<file path="src/rtl/endpreg_multi.sv">
// endpreg_multi: left/right endpoint register pair with an optional undo history.
// The ztonxor operand either loads or is XORed into qL or qR. SWAP exchanges the
// two registers, and CLEAR zeroes both. ltorxor is the combinational XOR of the pair.
// Define ENDPREG_UNDO_EN to build in the DEPTH-entry undo history. Without that
// macro, inst 111 acts as NOP and hist_count and err are tied to zero.
module endpreg_multi #(
    parameter int WIDTH = 4,
    parameter int DEPTH = 4
) (
    input  logic                         clk,
    input  logic                         reset,
    input  logic [2:0]                   inst,
    input  logic [WIDTH-1:0]             ztonxor,
    output logic [WIDTH-1:0]             qL,
    output logic [WIDTH-1:0]             qR,
    output logic [WIDTH-1:0]             ltorxor,
    output logic [$clog2(DEPTH+1)-1:0]   hist_count,
    output logic                         err
);

    localparam logic [2:0] OP_NOP   = 3'b000;
    localparam logic [2:0] OP_CLEAR = 3'b001;
    localparam logic [2:0] OP_LOADL = 3'b010;
    localparam logic [2:0] OP_LOADR = 3'b011;
    localparam logic [2:0] OP_XORL  = 3'b100;
    localparam logic [2:0] OP_XORR  = 3'b101;
    localparam logic [2:0] OP_SWAP  = 3'b110;
    localparam logic [2:0] OP_UNDO  = 3'b111;

    logic [WIDTH-1:0] next_l;
    logic [WIDTH-1:0] next_r;
    logic             is_push;

    assign ltorxor = qL ^ qR;

`ifdef ENDPREG_UNDO_EN
    localparam int CW = $clog2(DEPTH + 1);
    localparam int PW = $clog2(DEPTH);

    // wr_ptr always points at the slot the next push will fill.
    // The newest entry is therefore one slot behind wr_ptr.
    logic [2*WIDTH-1:0] hist_mem [DEPTH];
    logic [PW-1:0]      wr_ptr;
    logic [PW-1:0]      pop_idx;
    logic [PW-1:0]      push_idx;
    logic               is_pop;
    logic               is_illegal;

    // Pointer arithmetic that wraps around the DEPTH-entry ring.
    always_comb begin
        pop_idx  = (wr_ptr == '0) ? PW'(DEPTH - 1) : wr_ptr - 1'b1;
        push_idx = (wr_ptr == PW'(DEPTH - 1)) ? '0 : wr_ptr + 1'b1;
    end
`endif

    // Decode the opcode into the next register values and any history action.
    always_comb begin
        next_l  = qL;
        next_r  = qR;
        is_push = 1'b0;
`ifdef ENDPREG_UNDO_EN
        is_pop     = 1'b0;
        is_illegal = 1'b0;
`endif
        case (inst)
            OP_NOP: ;
            OP_CLEAR: begin
                next_l  = '0;
                next_r  = '0;
                is_push = 1'b1;
            end
            OP_LOADL: begin
                next_l  = ztonxor;
                is_push = 1'b1;
            end
            OP_LOADR: begin
                next_r  = ztonxor;
                is_push = 1'b1;
            end
            OP_XORL: begin
                next_l  = qL ^ ztonxor;
                is_push = 1'b1;
            end
            OP_XORR: begin
                next_r  = qR ^ ztonxor;
                is_push = 1'b1;
            end
            OP_SWAP: begin
                next_l  = qR;
                next_r  = qL;
                is_push = 1'b1;
            end
`ifdef ENDPREG_UNDO_EN
            OP_UNDO: begin
                if (hist_count != '0) begin
                    next_l = hist_mem[pop_idx][2*WIDTH-1:WIDTH];
                    next_r = hist_mem[pop_idx][WIDTH-1:0];
                    is_pop = 1'b1;
                end else begin
                    is_illegal = 1'b1;
                end
            end
`endif
            default: ;
        endcase
    end

    // Endpoint registers. Reset wins over any opcode.
    always_ff @(posedge clk) begin
        if (reset) begin
            qL <= '0;
            qR <= '0;
        end else begin
            qL <= next_l;
            qR <= next_r;
        end
    end

`ifdef ENDPREG_UNDO_EN
    // History bookkeeping. A full ring overwrites its oldest entry and keeps the count.
    // A pop rewinds wr_ptr, so the next push reuses the slot that was just popped.
    always_ff @(posedge clk) begin
        if (reset) begin
            wr_ptr     <= '0;
            hist_count <= '0;
            err        <= 1'b0;
        end else begin
            err <= is_illegal;
            if (is_push) begin
                wr_ptr <= push_idx;
                if (hist_count != CW'(DEPTH)) begin
                    hist_count <= hist_count + 1'b1;
                end
            end else if (is_pop) begin
                wr_ptr     <= pop_idx;
                hist_count <= hist_count - 1'b1;
            end
        end
    end

    // History storage holds the pre-operation pair. It has no reset, because
    // clearing the pointers is enough to make old entries unreachable.
    always_ff @(posedge clk) begin
        if (!reset && is_push) begin
            hist_mem[wr_ptr] <= {qL, qR};
        end
    end
`else
    assign hist_count = '0;
    assign err        = 1'b0;
`endif

endmodule

</file>
<file path="config.mk">
export PLATFORM = sky130hd
export DESIGN_NAME = endpreg_multi
export DESIGN_NICKNAME = d
export VERILOG_FILES = /design/src/rtl/endpreg_multi.sv
export SDC_FILE = /design/constraint.sdc
export NUM_CORES = 1
export LEC_CHECK = 0
export ABC_AREA = 1
export ABC_CLOCK_PERIOD_IN_PS = 2000
export BUFFER_PORTS_ARGS = -buffer_cell sky130_fd_sc_hd__buf_4
export CORE_UTILIZATION = 53
export DETAILED_ROUTE_END_ITERATION = 8
export GPL_ROUTABILITY_DRIVEN = 0
export PLACE_DENSITY = 0.93
export SYNTH_ARGS = -nofsm -noshare
export SYNTH_HDL_FRONTEND = slang
export SYNTH_SLANG_ARGS = --single-unit
</file>
<file path="constraint.sdc">
create_clock -name clk -period 2 [get_ports clk]
set_input_delay 0 -clock clk [delete_from_list [all_inputs] [get_ports clk]]
set_output_delay 0 -clock clk [all_outputs]
set_load 0.03 [all_outputs]
</file>
# [Word level (Yosys, flattened, before mapping)]
# Index checks and enable logic that the tools add are counted.
[word_totals] ff_bits=8 word_cells=15 in_bits=9 out_inout_bits=16
[classes] bitwise_logic=3 n_reduce_logical=2 n_eq_ne=6 muxes=2
[op_table] cell="one-hot mux 4 bit (4 select lines)" count=2
[op_table] cell="bitwise XOR 4 bit" count=3
[op_table] cell="== test 3 bit, second input constant" count=3
[op_table] cell="nonzero test 4 bit" count=2
[op_table] cell="== test 3 x 2 -> 1 bit, second input constant" count=2
[op_table] cell="== test 3 x 1 -> 1 bit, second input constant" count=1

# [Logic depth before layout (Yosys ltp)]
[logic_depth] depth_word=2 depth_mapped=8 depth_no_buf=7

# [Least setup slack after synthesis]
# No wires, ideal clock.
[synth_timing] kind="register -> output" from="register qR[1]" to="output port ltorxor[1]" required_time_ns=2.000 arrival_time_ns=1.100 path_slack_ns=0.900 path_buffers=0 stages_incl_launch_ff=2 cell_sequence="dfxtp_1 -> xor2_1"
[synth_between] elab_chain_cells=1
[synth_rtl] item="start, declared" line_no="15" source="output logic [WIDTH-1:0] qR,"
[synth_rtl] item="start signal, assigned" line_no="115" source="qR <= next_r;"
[synth_rtl] item="bitwise XOR 4 bit" line_no="34" source="assign ltorxor = qL ^ qR;"
[synth_rtl] item="end, declared" line_no="16" source="output logic [WIDTH-1:0] ltorxor,"
# Every way passes these cells.

# [Final worst setup path]
[layout_timing] from="register qR[3]" to="output port ltorxor[3]"
# Same word-level chain as after synthesis.

==> flow_metrics.tcl <==
set metrics [dict create \
    wirelength_um 1780 \
    postCtsSetupBuffers 0 \
    peakVddDrop_v 0.000329 \
    slew_viol_final 0 \
    outcome "completed" \
    timing.rr.start "qL[0]" \
    p_leak_nw 0.480 \
    root_buffer "clkbuf_4" \
    synth_top_area_share_pct 21.0 \
    die_x_um 40.0 \
    num_antenna_cells 0 \
    fp.dieArea_mm2 0.00160 \
    rsz0062_at_grt "false" \
    cts_hold_buf 1 \
    start_kind "register" \
    endpoint "ltorxor[3]" \
    via_per_inst 5.37 \
    timing.final.crit_share_pct 52.3 \
    grt_pass1_wl_um 2800 \
    dpl.hpwl_um 1280 \
    grt_use_total_pct 26.4 \
    design_area_um2 912 \
    cts_buffers 3 \
    critical_path.cell_chain "xor2_1, buf_4" \
    fin_tns_setup_ns 0 \
    clock-skew-final_ns 0.000697 \
    yosys-top-cells-area "dfxtp_1, nand2_1, nor2_1" \
    crit_start "qR[3]" \
    area_growth_pct 19.5 \
    detail_route.first_pass.iterations 6 \
    syn_inst 126 \
    drv_cap 0 \
    nets 156 \
    finalSetupViolCount 0 \
    finalHoldViolCount 0 \
    r2r_slack_ns 1.02 \
    insertion_delay_ns 0.26 \
    core_mm2 0.00132 \
    synth.avg_cell_area_um2 6.06 \
    critPathArrivalTime_ns 1.05 \
    wl_per_cell_um 11.1 \
    power_w 0.000500 \
    slowest_stage "dfxtp_1" \
    portBuffers 20 \
    cts_num_sinks 8 \
    rr_endpoint "qL[0]" \
    rows 13 \
    synth.yosys.seq_area_share_pct 21.0 \
    critPathMaxStageDelay_ns 0.43 \
    clk_pin_slew_worst_paths_ns 0.06 \
    synthDistinctLibCells 19 \
    cts_resized 0 \
    ys_warn_count 0 \
    cts_tree "yes" \
    synth_area_um2 763 \
    max_freq_ghz 0.956 \
    end_kind "output pin" \
    ys_ff_latch 8 \
    crit_family "flip-flops" \
    worstPathRequired_ns 2.00 \
    hp-class "primary input to register" \
    overflow 0 \
    crit_buf_inv 1 \
    dr_total_vias 859 \
    pwr_density_cell_mw_per_mm2 548 \
    r2r_cells 7 \
    htree_levels 1 \
    place_area_um2 880 \
    ios 25 \
    final.min_clock_period_ns 1.05 \
    initial_core_util_pct 57.9 \
    grt_max_degree 14 \
    cts_buffer_depth 2 \
    antenna_left 0 \
    grt_pass1_vias 666 \
    antenna_found_initial 0 \
    drtIter0Drc 20 \
    die_h_um 40.0 \
    drcViolationCount 0 \
    whs_ns 0.142 \
    crit_fanout 6 \
    crit_type "register to output pin" \
    synth_area_leader_cell "dfxtp_1" \
    cp.depth 2 \
    drive_gt1_share_pct 24.8 \
]
stage by stage:
step | instances | utilization, % | worst slack [ns]
3_5_place_dp | 156 | 66.8 | 1.04
6_report | 160 | 69.2 | 0.954
3_3_place_gp | 156 | 66.8 | 1.07
4_1_cts | 160 | 69.2 | 0.961
2_1_floorplan | 129 | - | 0.900
5_1_grt | 160 | 69.2 | 0.874
final cells by class:
cell class                      instances  area, µm²
Sequential cell                         8        160
Tap cell                               15       18.8
Inverter                               16       65.1
Timing Repair Buffer                   21        160
Multi-Input combinational cell         97        485
Clock buffer                            3       22.5
Fill cell                             118        405
power by group:
part | internal [W] | total [W] | switching (W)
logic | 0.0000639 | 0.000185 | 0.000121
registers | 0.000169 | 0.000184 | 0.0000149
clock network | 0.0000692 | 0.000132 | 0.0000623
flip-flops by register name (all words and copies together), names as in the netlist:
signal,count
qL,4
qR,4
kinds of logic (layout without fill, tap and decap cells):
| family | Yosys count | count (layout) | synth area share (%) |
|---|---|---|---|
| simple gates | 84 | 84 | 51.3 |
| compound gates | 5 | 5 | 5.74 |
| buf+inv | 24 | 40 | 16.9 |
| xor+xnor | 4 | 4 | 4.59 |
| other cells | 1 | 4 | 0.491 |
| flops | 8 | 8 | 21.0 |
how the worst min path moves through the flow:
stage                     startpoint    end  slack [ns]  cells after the start
after detailed placement       reset  qR[1]        0.25                      2
after CTS                 ztonxor[1]  qL[1]        0.15                      5
after floorplan           ztonxor[2]  qL[2]        0.26                      4
after global routing      ztonxor[1]  qL[1]        0.17                      5
final                     ztonxor[1]  qL[1]        0.14                      5
after global placement         reset  qR[1]        0.25                      2
cell usage in the layout, fill, tap and decap left out, drive strengths merged:
master,synthesis,final
a21oi,4,4
buf,8,20
clkbuf,0,3
conb,1,4
dfxtp,8,8
dlygate4sd3,0,1
inv,16,16
nand2,34,34
nand3,14,14
nand4,12,12
nor2,24,24
o21ai,1,1
xor2,4,4
cells in the mapped netlist:
library cell and number:
nor2_2 1, inv_1 13, buf_4 5, nand3_1 13, inv_6 1, a21oi_2 4
buf_1 1, inv_2 2, nor2_8 1, conb_1 1, nor2_1 22, nand3_2 1
xor2_1 4, buf_6 2, o21ai_2 1, nand4_1 12, nand2_2 2, nand2_1 32
dfxtp_1 8
routing by layer:
metal / up-vias / routed length, µm / GRT usage, %
li1: 439 / - / -
met1: 385 / 775 / 32.3
met2: 30 / 885 / 44.4
met3: 5 / 107 / 5.56
met4: 0 / 14 / 10.3
met5: - / 0 / 0
tightest hold or removal path: stages:
cell	delay, ns
buf_4	0.11
nand3_1	0.08
nand3_1	0.08
nor2_1	0.04
nor2_1	0.06
Note: power is estimated with default switching activity, not from simulation.
